===== src/rtl/rsc_ctrl_seq.sv =====
// rsc_ctrl_seq: multi-cycle fetch/decode/execute sequencer for the RSC chip.
// Strobes are registered from the next state, so they track the state register exactly.
//
// state  | meaning
// IDLE   | waiting for start
// FETCH  | reading instruction at PC
// LOADIR | loading IR, bumping PC
// DECODE | latching opcode, halt checks
// EXEC   | ALU latch or memory address setup
// MEM    | load/store handshake
// WB     | register write-back, retire
// HALT   | stopped until reset
module rsc_ctrl_seq #(
  parameter int MEM_TIMEOUT = 15,
  parameter int CNT_W       = 4
) (
  input  logic        clk,
  input  logic        rst,
  input  logic        start,
  input  logic [3:0]  opCode,
  input  logic        memReady,
  output logic [2:0]  decEnable,
  output logic        pcInc,
  output logic        addrSel,
  output logic        memRead,
  output logic        memWrite,
  output logic        aluLatch,
  output logic        aluBSel,
  output logic [3:0]  aluOp,
  output logic        regWrite,
  output logic [1:0]  wbSel,
  output logic        busy,
  output logic        halted,
  output logic        illegalOp,
  output logic        timeout,
  output logic [15:0] instrCount
);

  localparam logic [3:0] OP_HALT  = 4'd0;
  localparam logic [3:0] OP_NOT   = 4'd7;
  localparam logic [3:0] OP_ADDI  = 4'd8;
  localparam logic [3:0] OP_SUBI  = 4'd9;
  localparam logic [3:0] OP_MOV   = 4'd10;
  localparam logic [3:0] OP_MOVI  = 4'd11;
  localparam logic [3:0] OP_LOAD  = 4'd12;
  localparam logic [3:0] OP_STORE = 4'd13;

  typedef enum logic [2:0] {
    S_IDLE, S_FETCH, S_LOADIR, S_DECODE, S_EXEC, S_MEM, S_WB, S_HALT
  } state_t;

  typedef struct packed {
    logic [2:0] dec;
    logic       pc_inc;
    logic       addr_sel;
    logic       mem_rd;
    logic       mem_wr;
    logic       alu_latch;
    logic       alu_bsel;
    logic       reg_wr;
    logic [1:0] wb_sel;
    logic       busy;
    logic       halted;
  } strobes_t;

  function automatic strobes_t decode_out(state_t s, logic [3:0] op);
    strobes_t o;
    o = '0;
    o.busy   = (s != S_IDLE) && (s != S_HALT);
    o.halted = (s == S_HALT);
    case (s)
      S_FETCH: o.mem_rd = 1'b1;
      S_LOADIR: begin
        o.mem_rd = 1'b1;
        o.dec    = 3'b100;
        o.pc_inc = 1'b1;
      end
      S_EXEC: begin
        case (op)
          4'd1, 4'd2, 4'd3, 4'd4, 4'd5, 4'd6, OP_NOT: o.alu_latch = 1'b1;
          OP_ADDI, OP_SUBI: begin
            o.dec       = 3'b001;
            o.alu_latch = 1'b1;
            o.alu_bsel  = 1'b1;
          end
          OP_LOAD, OP_STORE: begin
            o.dec      = 3'b001;
            o.addr_sel = 1'b1;
          end
          default: ;
        endcase
      end
      S_MEM: begin
        o.dec      = 3'b001;
        o.addr_sel = 1'b1;
        o.mem_rd   = (op == OP_LOAD);
        o.mem_wr   = (op == OP_STORE);
      end
      S_WB: begin
        o.reg_wr = (op != OP_STORE);
        case (op)
          OP_MOVI: begin
            o.wb_sel = 2'b01;
            o.dec    = 3'b001;
          end
          OP_MOV:  o.wb_sel = 2'b10;
          OP_LOAD: begin
            o.wb_sel = 2'b11;
            o.mem_rd = 1'b1;
          end
          default: o.wb_sel = 2'b00;
        endcase
      end
      default: ;
    endcase
    return o;
  endfunction

  state_t             state, state_nxt;
  logic [3:0]         op_q, op_nxt;
  logic [CNT_W-1:0]   wait_cnt, cnt_nxt;
  logic               set_to, set_ill, retire;
  strobes_t           out_q;

  always_comb begin
    state_nxt = state;
    op_nxt    = op_q;
    set_to    = 1'b0;
    set_ill   = 1'b0;
    retire    = 1'b0;
    case (state)
      S_IDLE: if (start) state_nxt = S_FETCH;
      S_FETCH, S_MEM: begin
        if (memReady) begin
          state_nxt = (state == S_FETCH) ? S_LOADIR : S_WB;
        end else if (wait_cnt == CNT_W'(MEM_TIMEOUT - 1)) begin
          state_nxt = S_HALT;
          set_to    = 1'b1;
        end
      end
      S_LOADIR: state_nxt = S_DECODE;
      S_DECODE: begin
        op_nxt = opCode;
        if (opCode == OP_HALT) begin
          state_nxt = S_HALT;
        end else if (opCode[3:1] == 3'b111) begin
          state_nxt = S_HALT;
          set_ill   = 1'b1;
        end else begin
          state_nxt = S_EXEC;
        end
      end
      S_EXEC: state_nxt = (op_q == OP_LOAD || op_q == OP_STORE) ? S_MEM : S_WB;
      S_WB: begin
        state_nxt = S_FETCH;
        retire    = 1'b1;
      end
      default: state_nxt = S_HALT;
    endcase

    // wait count only accumulates while parked in a memory handshake
    cnt_nxt = wait_cnt;
    if (state_nxt != state) cnt_nxt = '0;
    else if ((state == S_FETCH || state == S_MEM) && !memReady) cnt_nxt = wait_cnt + CNT_W'(1);
  end

  always_ff @(posedge clk) begin
    if (rst) begin
      state      <= S_IDLE;
      op_q       <= '0;
      wait_cnt   <= '0;
      out_q      <= '0;
      instrCount <= '0;
      illegalOp  <= 1'b0;
      timeout    <= 1'b0;
    end else begin
      state    <= state_nxt;
      op_q     <= op_nxt;
      wait_cnt <= cnt_nxt;
      out_q    <= decode_out(state_nxt, op_nxt);
      if (retire)  instrCount <= instrCount + 16'd1;
      if (set_ill) illegalOp  <= 1'b1;
      if (set_to)  timeout    <= 1'b1;
    end
  end

  assign decEnable = out_q.dec;
  assign pcInc     = out_q.pc_inc;
  assign addrSel   = out_q.addr_sel;
  assign memRead   = out_q.mem_rd;
  assign memWrite  = out_q.mem_wr;
  assign aluLatch  = out_q.alu_latch;
  assign aluBSel   = out_q.alu_bsel;
  assign regWrite  = out_q.reg_wr;
  assign wbSel     = out_q.wb_sel;
  assign busy      = out_q.busy;
  assign halted    = out_q.halted;
  assign aluOp     = op_q;

endmodule


===== config.mk =====
export PLATFORM = sky130hd
export DESIGN_NAME = rsc_ctrl_seq
export DESIGN_NICKNAME = d
export VERILOG_FILES = /design/src/rtl/rsc_ctrl_seq.sv
export SDC_FILE = /design/constraint.sdc
export NUM_CORES = 1
export LEC_CHECK = 0
export CORE_MARGIN = 5
export CORE_UTILIZATION = 43
export CTS_CLUSTER_DIAMETER = 40
export DETAILED_ROUTE_END_ITERATION = 7
export GPL_TIMING_DRIVEN = 0
export HOLD_SLACK_MARGIN = 0.12
export PLACE_DENSITY_LB_ADDON = 0.08
export SLEW_MARGIN = 40
export SYNTH_ARGS = -nofsm -noshare
export SYNTH_HDL_FRONTEND = slang
export SYNTH_SLANG_ARGS = --single-unit

===== constraint.sdc =====
create_clock -name clk -period 1.9 [get_ports clk]
set_input_delay 0.475 -clock clk [delete_from_list [all_inputs] [get_ports clk]]
set_output_delay 0.475 -clock clk [all_outputs]
set_load 0.02 [all_outputs]

==> impl_metrics.xml <==
<?xml version="1.0" encoding="UTF-8"?>
<metrics>
  <group name="outcome">
    <metric name="run_status" unit="">finished, final reports clean</metric>
  </group>
  <group name="detailed_routing">
    <metric name="detail-route-antenna-nets" unit="">0</metric>
    <metric name="detail_route.first_pass.iterations" unit="">4</metric>
    <metric name="routed_wl" unit="mm">4.04</metric>
    <metric name="total_via_count_after_detailed_routing" unit="">1545</metric>
    <metric name="remaining_drc_errors" unit="">0</metric>
    <metric name="drt_first_iter_violations" unit="">54</metric>
    <metric name="viasPerCell" unit="">4.98</metric>
    <metric name="avgRoutedWirePerCell" unit="microns">13.0</metric>
  </group>
  <group name="logic_synthesis">
    <metric name="post_synthesis_sequential_area_ratio" unit="%">42.5</metric>
    <metric name="postSynth.topFlopCell" unit="">sky130_fd_sc_hd__dfxtp_1</metric>
    <metric name="synth_cell_type_count" unit="">54</metric>
    <metric name="netlist_instances" unit="">206</metric>
    <metric name="synth_compound_area_share" unit="%">8.16</metric>
    <metric name="ys_warn_count" unit="">0</metric>
    <metric name="synthesis.area" unit="sq um">1930</metric>
    <metric name="synth-edff-count" unit="">0</metric>
    <metric name="post_synthesis_register_bit_count" unit="">41</metric>
    <metric name="net_count_after_synthesis" unit="">217</metric>
    <metric name="main_combinational_cell_family_by_area_after_synthesis" unit="">simple AND/OR/NAND/NOR gates</metric>
    <metric name="synth_area_in_xor_xnor" unit="%">8.16</metric>
    <metric name="synth_simple_gate_area_share" unit="%">28.6</metric>
    <metric name="async_flop_share" unit="%">0</metric>
    <metric name="muxShareOfSynthArea" unit="%">4.79</metric>
    <metric name="synth_area_per_cell" unit="sq um">9.38</metric>
    <metric name="synth_fa_ha_area_share" unit="%">1.94</metric>
  </group>
  <group name="worst_setup_path">
    <metric name="crit_path_start_kind" unit="">input port</metric>
    <metric name="timing.critical_path.fanout_max" unit="">9</metric>
    <metric name="arrival" unit="ns">2.04</metric>
    <metric name="data_required_time_at_the_worst_endpoint" unit="ns">2.10</metric>
    <metric name="worst-r2r-cell-count" unit="">7</metric>
    <metric name="critical_path_class" unit="">in2reg</metric>
    <metric name="cp-end-kind" unit="">flip-flop</metric>
  </group>
  <group name="power_and_ir_drop">
    <metric name="design_power_total" unit="mW">1.70</metric>
    <metric name="power.ir.vdd_worst" unit="V">0.000264</metric>
    <metric name="powerDensity" unit="nW/um^2">665</metric>
    <metric name="leak_pwr" unit="nW">0.948</metric>
  </group>
  <group name="sta">
    <metric name="finalSetupViolations" unit="">0</metric>
    <metric name="skew" unit="ns">0.00497</metric>
    <metric name="timing_max_transition_violations_final" unit="">0</metric>
    <metric name="final.setup.tns" unit="ns">0</metric>
    <metric name="timing.final.crit_period" unit="ns">1.84</metric>
    <metric name="fin_hold_ws" unit="ns">0.460</metric>
    <metric name="max_freq" unit="MHz">544</metric>
    <metric name="setup_ws" unit="ns">0.0605</metric>
    <metric name="grt_setup_unrepaired" unit="">yes</metric>
    <metric name="hold_violations" unit="">0</metric>
    <metric name="finalCritPeriodShare" unit="%">96.8</metric>
  </group>
  <group name="floorplan">
    <metric name="die_w" unit="microns">77.0</metric>
    <metric name="placeableCoreArea" unit="sq um">4350</metric>
    <metric name="floorplan.initialDensity" unit="%">44.4</metric>
    <metric name="die-area" unit="sq um">5930</metric>
    <metric name="die_h" unit="microns">77.0</metric>
    <metric name="design.portCount" unit="">44</metric>
    <metric name="rows" unit="">24</metric>
  </group>
  <group name="layout">
    <metric name="syn_to_final_growth" unit="%">32.6</metric>
    <metric name="finish.instance_area" unit="sq um">2560</metric>
    <metric name="post_route_cells_drive_above_1_share" unit="%">17.1</metric>
    <metric name="insertedDiodeCount" unit="">0</metric>
    <metric name="fillers" unit="">406</metric>
    <metric name="fin_nets" unit="">269</metric>
    <metric name="finalNonFillerCells" unit="">310</metric>
    <metric name="utilization" unit="%">58.8</metric>
  </group>
  <group name="place">
    <metric name="place_inst" unit="">300</metric>
    <metric name="placement.cell_area" unit="sq um">2420</metric>
    <metric name="gpl.final_weighted_congestion" unit="">0.770</metric>
    <metric name="dpl.hpwl" unit="mm">2.97</metric>
    <metric name="dp_worst_setup_slack" unit="ns">-0.580</metric>
    <metric name="total_of_buffers_placed_on_input_and_output_ports" unit="">42</metric>
  </group>
  <group name="clock_network">
    <metric name="cts-root-buf" unit="">sky130_fd_sc_hd__clkbuf_8</metric>
    <metric name="cts.clk_slew.worst_paths" unit="ns">0.07</metric>
    <metric name="cts-root-to-sink-buffers" unit="">2</metric>
    <metric name="post_cts_hold_buffer_count" unit="">0</metric>
    <metric name="cts_htree_levels" unit="">2</metric>
    <metric name="number_of_clock_sinks_seen_by_cts" unit="">41</metric>
    <metric name="cts_inserted_buffers" unit="">5</metric>
    <metric name="clkLatencyLatePin" unit="ns">0.29</metric>
    <metric name="clock_tree_from_tritoncts" unit="">built</metric>
  </group>
  <group name="min_path">
    <metric name="hold-path-cell-count" unit="">2</metric>
    <metric name="hold_path_class" unit="">reg2reg</metric>
  </group>
  <group name="flow_run">
    <metric name="timing.max_cap.violations" unit="">0</metric>
  </group>
  <group name="grt">
    <metric name="global_route.usage.total" unit="%">13.7</metric>
    <metric name="antenna_found_initial" unit="">0</metric>
    <metric name="vias_in_the_first_global_route" unit="">1471</metric>
    <metric name="grt_overflow_total" unit="">0</metric>
    <metric name="grt_max_degree" unit="">12</metric>
    <metric name="grt_pass1_wl" unit="mm">6.78</metric>
  </group>
</metrics>
-- per-layer routing --
metal | vias up | track usage, % | wire, microns
met1 | 697 | 18.7 | 1940
met5 | - | 0 | 0
met4 | 0 | 4.64 | 48
met2 | 28 | 20.8 | 1890
met3 | 5 | 3.98 | 171
li1 | 815 | - | -
-- worst paths after layout --
check / from / endpoint / slack (ns)
setup / recovery: opCode[2] / memWrite / 0.06
hold / removal: illegalOp / illegalOp / 0.46
setup reg to reg: state[2] / instrCount[15] / 0.11
hold reg to reg: illegalOp / illegalOp / 0.46
-- cell usage after synthesis (3+ instances only) --
master | n | area [sq um]
sky130_fd_sc_hd__o21ai_0 | 3 | 15.0
sky130_fd_sc_hd__nand2_1 | 9 | 33.8
sky130_fd_sc_hd__nor3_1 | 3 | 15.0
sky130_fd_sc_hd__nor2_1 | 32 | 120
sky130_fd_sc_hd__mux2i_1 | 7 | 70.1
sky130_fd_sc_hd__xnor2_1 | 10 | 87.6
sky130_fd_sc_hd__nand3_1 | 8 | 40.0
sky130_fd_sc_hd__buf_6 | 4 | 45.0
sky130_fd_sc_hd__nand3b_1 | 3 | 22.5
sky130_fd_sc_hd__xor2_1 | 8 | 70.1
sky130_fd_sc_hd__nand2b_1 | 4 | 25.0
sky130_fd_sc_hd__nor3_2 | 3 | 30.0
sky130_fd_sc_hd__nand4_1 | 5 | 31.3
sky130_fd_sc_hd__inv_1 | 5 | 18.8
sky130_fd_sc_hd__dfxtp_1 | 41 | 821
sky130_fd_sc_hd__clkbuf_1 | 3 | 11.3
sky130_fd_sc_hd__a21oi_1 | 7 | 35.0
sky130_fd_sc_hd__ha_1 | 3 | 37.5
sky130_fd_sc_hd__or2_2 | 3 | 18.8
-- report_power, final --
group / switching [mW] / internal [mW] / leakage (nW)
Clock: 0.271 / 0.288 / 0.0443
Combinational: 0.132 / 0.122 / 0.571
Sequential: 0.0116 / 0.877 / 0.332
-- critical path, cell delays in order --
cell and delay (ns):
sky130_fd_sc_hd__clkdlybuf4s15_1 0.24, sky130_fd_sc_hd__or4_4 0.55, sky130_fd_sc_hd__a32o_2 0.26, sky130_fd_sc_hd__o211a_1 0.13, sky130_fd_sc_hd__buf_6 0.14, sky130_fd_sc_hd__nor4_2 0.24
-- kinds of logic after synthesis --
group,Yosys count
xor+xnor,18
flops,41
other cells,1
mux,9
simple gates,93
fa+ha+maj,3
buf+inv,18
compound gates,23
-- cell type report --
| class | instances | area, sq um | area share (%) |
|---|---|---|---|
| plain buffers | 12 | 87.6 | 3.42 |
| clock buffers | 7 | 86.3 | 3.37 |
| inverters | 6 | 25.0 | 0.977 |
| multi-input cells | 147 | 1040 | 40.4 |
| flip-flops and latches | 41 | 822 | 32.1 |
| well taps | 52 | 65.1 | 2.54 |
| repair buffers | 45 | 439 | 17.1 |
-- state kept, by name, summed over array words and instances (netlist names), 2 cells and up --
name and flops:
wbSel 2, state 3, instrCount 16, wait_cnt 4, aluOp 4
-- placed cells by master, fill, tap and decap left out, types with 4 or more instances in the layout --
| master | n |
|---|---|
| sky130_fd_sc_hd__nand3_1 | 7 |
| sky130_fd_sc_hd__mux2i_1 | 5 |
| sky130_fd_sc_hd__inv_1 | 5 |
| sky130_fd_sc_hd__nand2_1 | 9 |
| sky130_fd_sc_hd__buf_6 | 4 |
| sky130_fd_sc_hd__clkbuf_1 | 4 |
| sky130_fd_sc_hd__buf_4 | 5 |
| sky130_fd_sc_hd__dfxtp_1 | 40 |
| sky130_fd_sc_hd__xor2_1 | 8 |
| sky130_fd_sc_hd__clkdlybuf4s50_1 | 35 |
| sky130_fd_sc_hd__xnor2_1 | 10 |
| sky130_fd_sc_hd__a21oi_1 | 7 |
| sky130_fd_sc_hd__nand2b_1 | 4 |
| sky130_fd_sc_hd__nor2_1 | 31 |
| sky130_fd_sc_hd__clkbuf_8 | 6 |
| sky130_fd_sc_hd__nand4_1 | 5 |
-- what timing repair did --
item	CTS	global route
setup buffers	3	0
endpoints found under the hold margin	0	0
pin swaps	2	0
gates resized for setup	9	11
setup endpoints to repair	13	13
gates cloned	0	0
Note: power is estimated with default switching activity, not from simulation.
==> RTL change: new RTL, same settings <==
Set the parameter `MEM_TIMEOUT` to 7 (it was 15).
--- a/src/rtl/rsc_ctrl_seq.sv
+++ b/src/rtl/rsc_ctrl_seq.sv
@@ -11,7 +11,7 @@
 // WB     | register write-back, retire
 // HALT   | stopped until reset
 module rsc_ctrl_seq #(
-  parameter int MEM_TIMEOUT = 15,
+  parameter int MEM_TIMEOUT = 7,
   parameter int CNT_W       = 4
 ) (
   input  logic        clk,
Check against the original RTL: not equivalent (a bounded check fails within 10 cycles, from zero or initial values and one cycle with rst high).
==> RTL change against the original RTL <==
Register-to-register slack worse by 70 ps. Critical path depth is 1 higher. Routed wire length is 9.4% higher. Worst setup slack worse by 23 ps. Global-route usage is 1.3 points higher. Largest cell class unchanged. Area after synthesis is 2.2% higher. Sequential cell count is 1 higher. Final cell count is 5.2% higher. First-iteration DRC count is 46% higher. Critical path type is now reg2reg. Design area is 5.4% higher. Non-clock buffer count is 3 higher.
Power is not compared: it rests on default switching activity, and its combinational part moved more than twofold at a synthesized area within 25%.
==> RTL change: results (changes against the original RTL) <==
Run status
  • Status: finished, final reports clean

Global routing
  • Vias in the first global route: 1,600 (+8.8%)
  • Met3 Use GR: 0.0486 (+0.00880)
  • Global-route usage over all layers: 0.151 (+0.0133)
  • Global-route wire length before repair: 7540 um (+11%)
  • M2 GR Usage: 0.229 (+0.0207)

Synth
  • Post-Synth Adder-Cell Area: 0.0190 (-0.000419)
  • Avg Cell Area, Syn: 9.14 um2 (-2.5%)
  • Synth unique cells: 51 (-5.6%)
  • Compound-gate portion of the synthesized area: 0.0989 (+0.0173)
  • Top cells by count, synth: dfxtp_1 (42), nor2_1 (33), nand2_1 (11)
  • XOR/XNOR Fraction of Synth Area: 0.0754 (-0.00619)
  • Post-synthesis mux area share: 0.0431 (-0.00483)
  • Net count after synthesis: 227 (+4.6%)
  • Seq/Total Area, Yosys: 0.426 (+0.000985)

Drt
  • Average routed wire per standard cell: 13.6 um (+4.1%)
  • DRT iter0 DRCs: 79 (+46%)

STA
  • Final hold slack: 480 ps (+20.5 ps)
  • Final Critical Period: 1860 ps (+23.3 ps)
  • Clock Skew: 2.61 ps (-2.36 ps)

Worst setup path
  • CP max stage delay: 440 ps (-110 ps)
  • Worst setup path start: wait_cnt[0]
  • RR Endpoint: memWrite
  • Maximum net fanout on the critical path: 4 (-5)
  • Worst Path Arrival: 2070 ps (+30 ps)

Placed design
  • Pre-CTS WS: -617 ps (-36.5 ps)
  • Post-Place Cell Area: 2460 um2 (+1.8%)
  • Placed cells: 310 (+3.3%)

Hold path
  • Hold Crit Endpoint: timeout
  • Hold path startpoint: timeout

Cells and area
  • Final std cells w/o fill: 326 (+5.2%)
## RTL change: how the worst max path moves through the flow
| stage | to | cells after the start |
|---|---|---|
| floorplan | memWrite | 5 |
| global placement | memWrite | 6 |
| detailed placement | memWrite | 6 |
| CTS | memWrite | 6 |
| global route | wait_cnt[1] | 5 |
| finish | memWrite | 7 |
## RTL change: cell type report
class / count / area (um2) / share of cell area
buffer: 10 / 60.1 / 0.0223
clock buffer: 6 / 72.6 / 0.0269
clock inverter: 2 / 37.5 / 0.0139
inverter: 8 / 30.0 / 0.0111
multi-input combinational: 156 / 1110 / 0.411
sequential: 42 / 847 / 0.314
tap: 52 / 65.1 / 0.0241
timing repair buffer: 50 / 477 / 0.177
## RTL change: layer usage
layer	part of all wire	vias up
li1	-	863
met1	0.49	762
met2	0.46	36
met3	0.045	6
met4	0.0084	0
met5	0	-
## RTL change: timing repair
item                       in CTS  in global routing
pin swaps                       2                  2
gates resized for setup        18                 11
hold buffers                    0                  0
setup buffers                   0                  8
setup endpoints to repair      19                 12
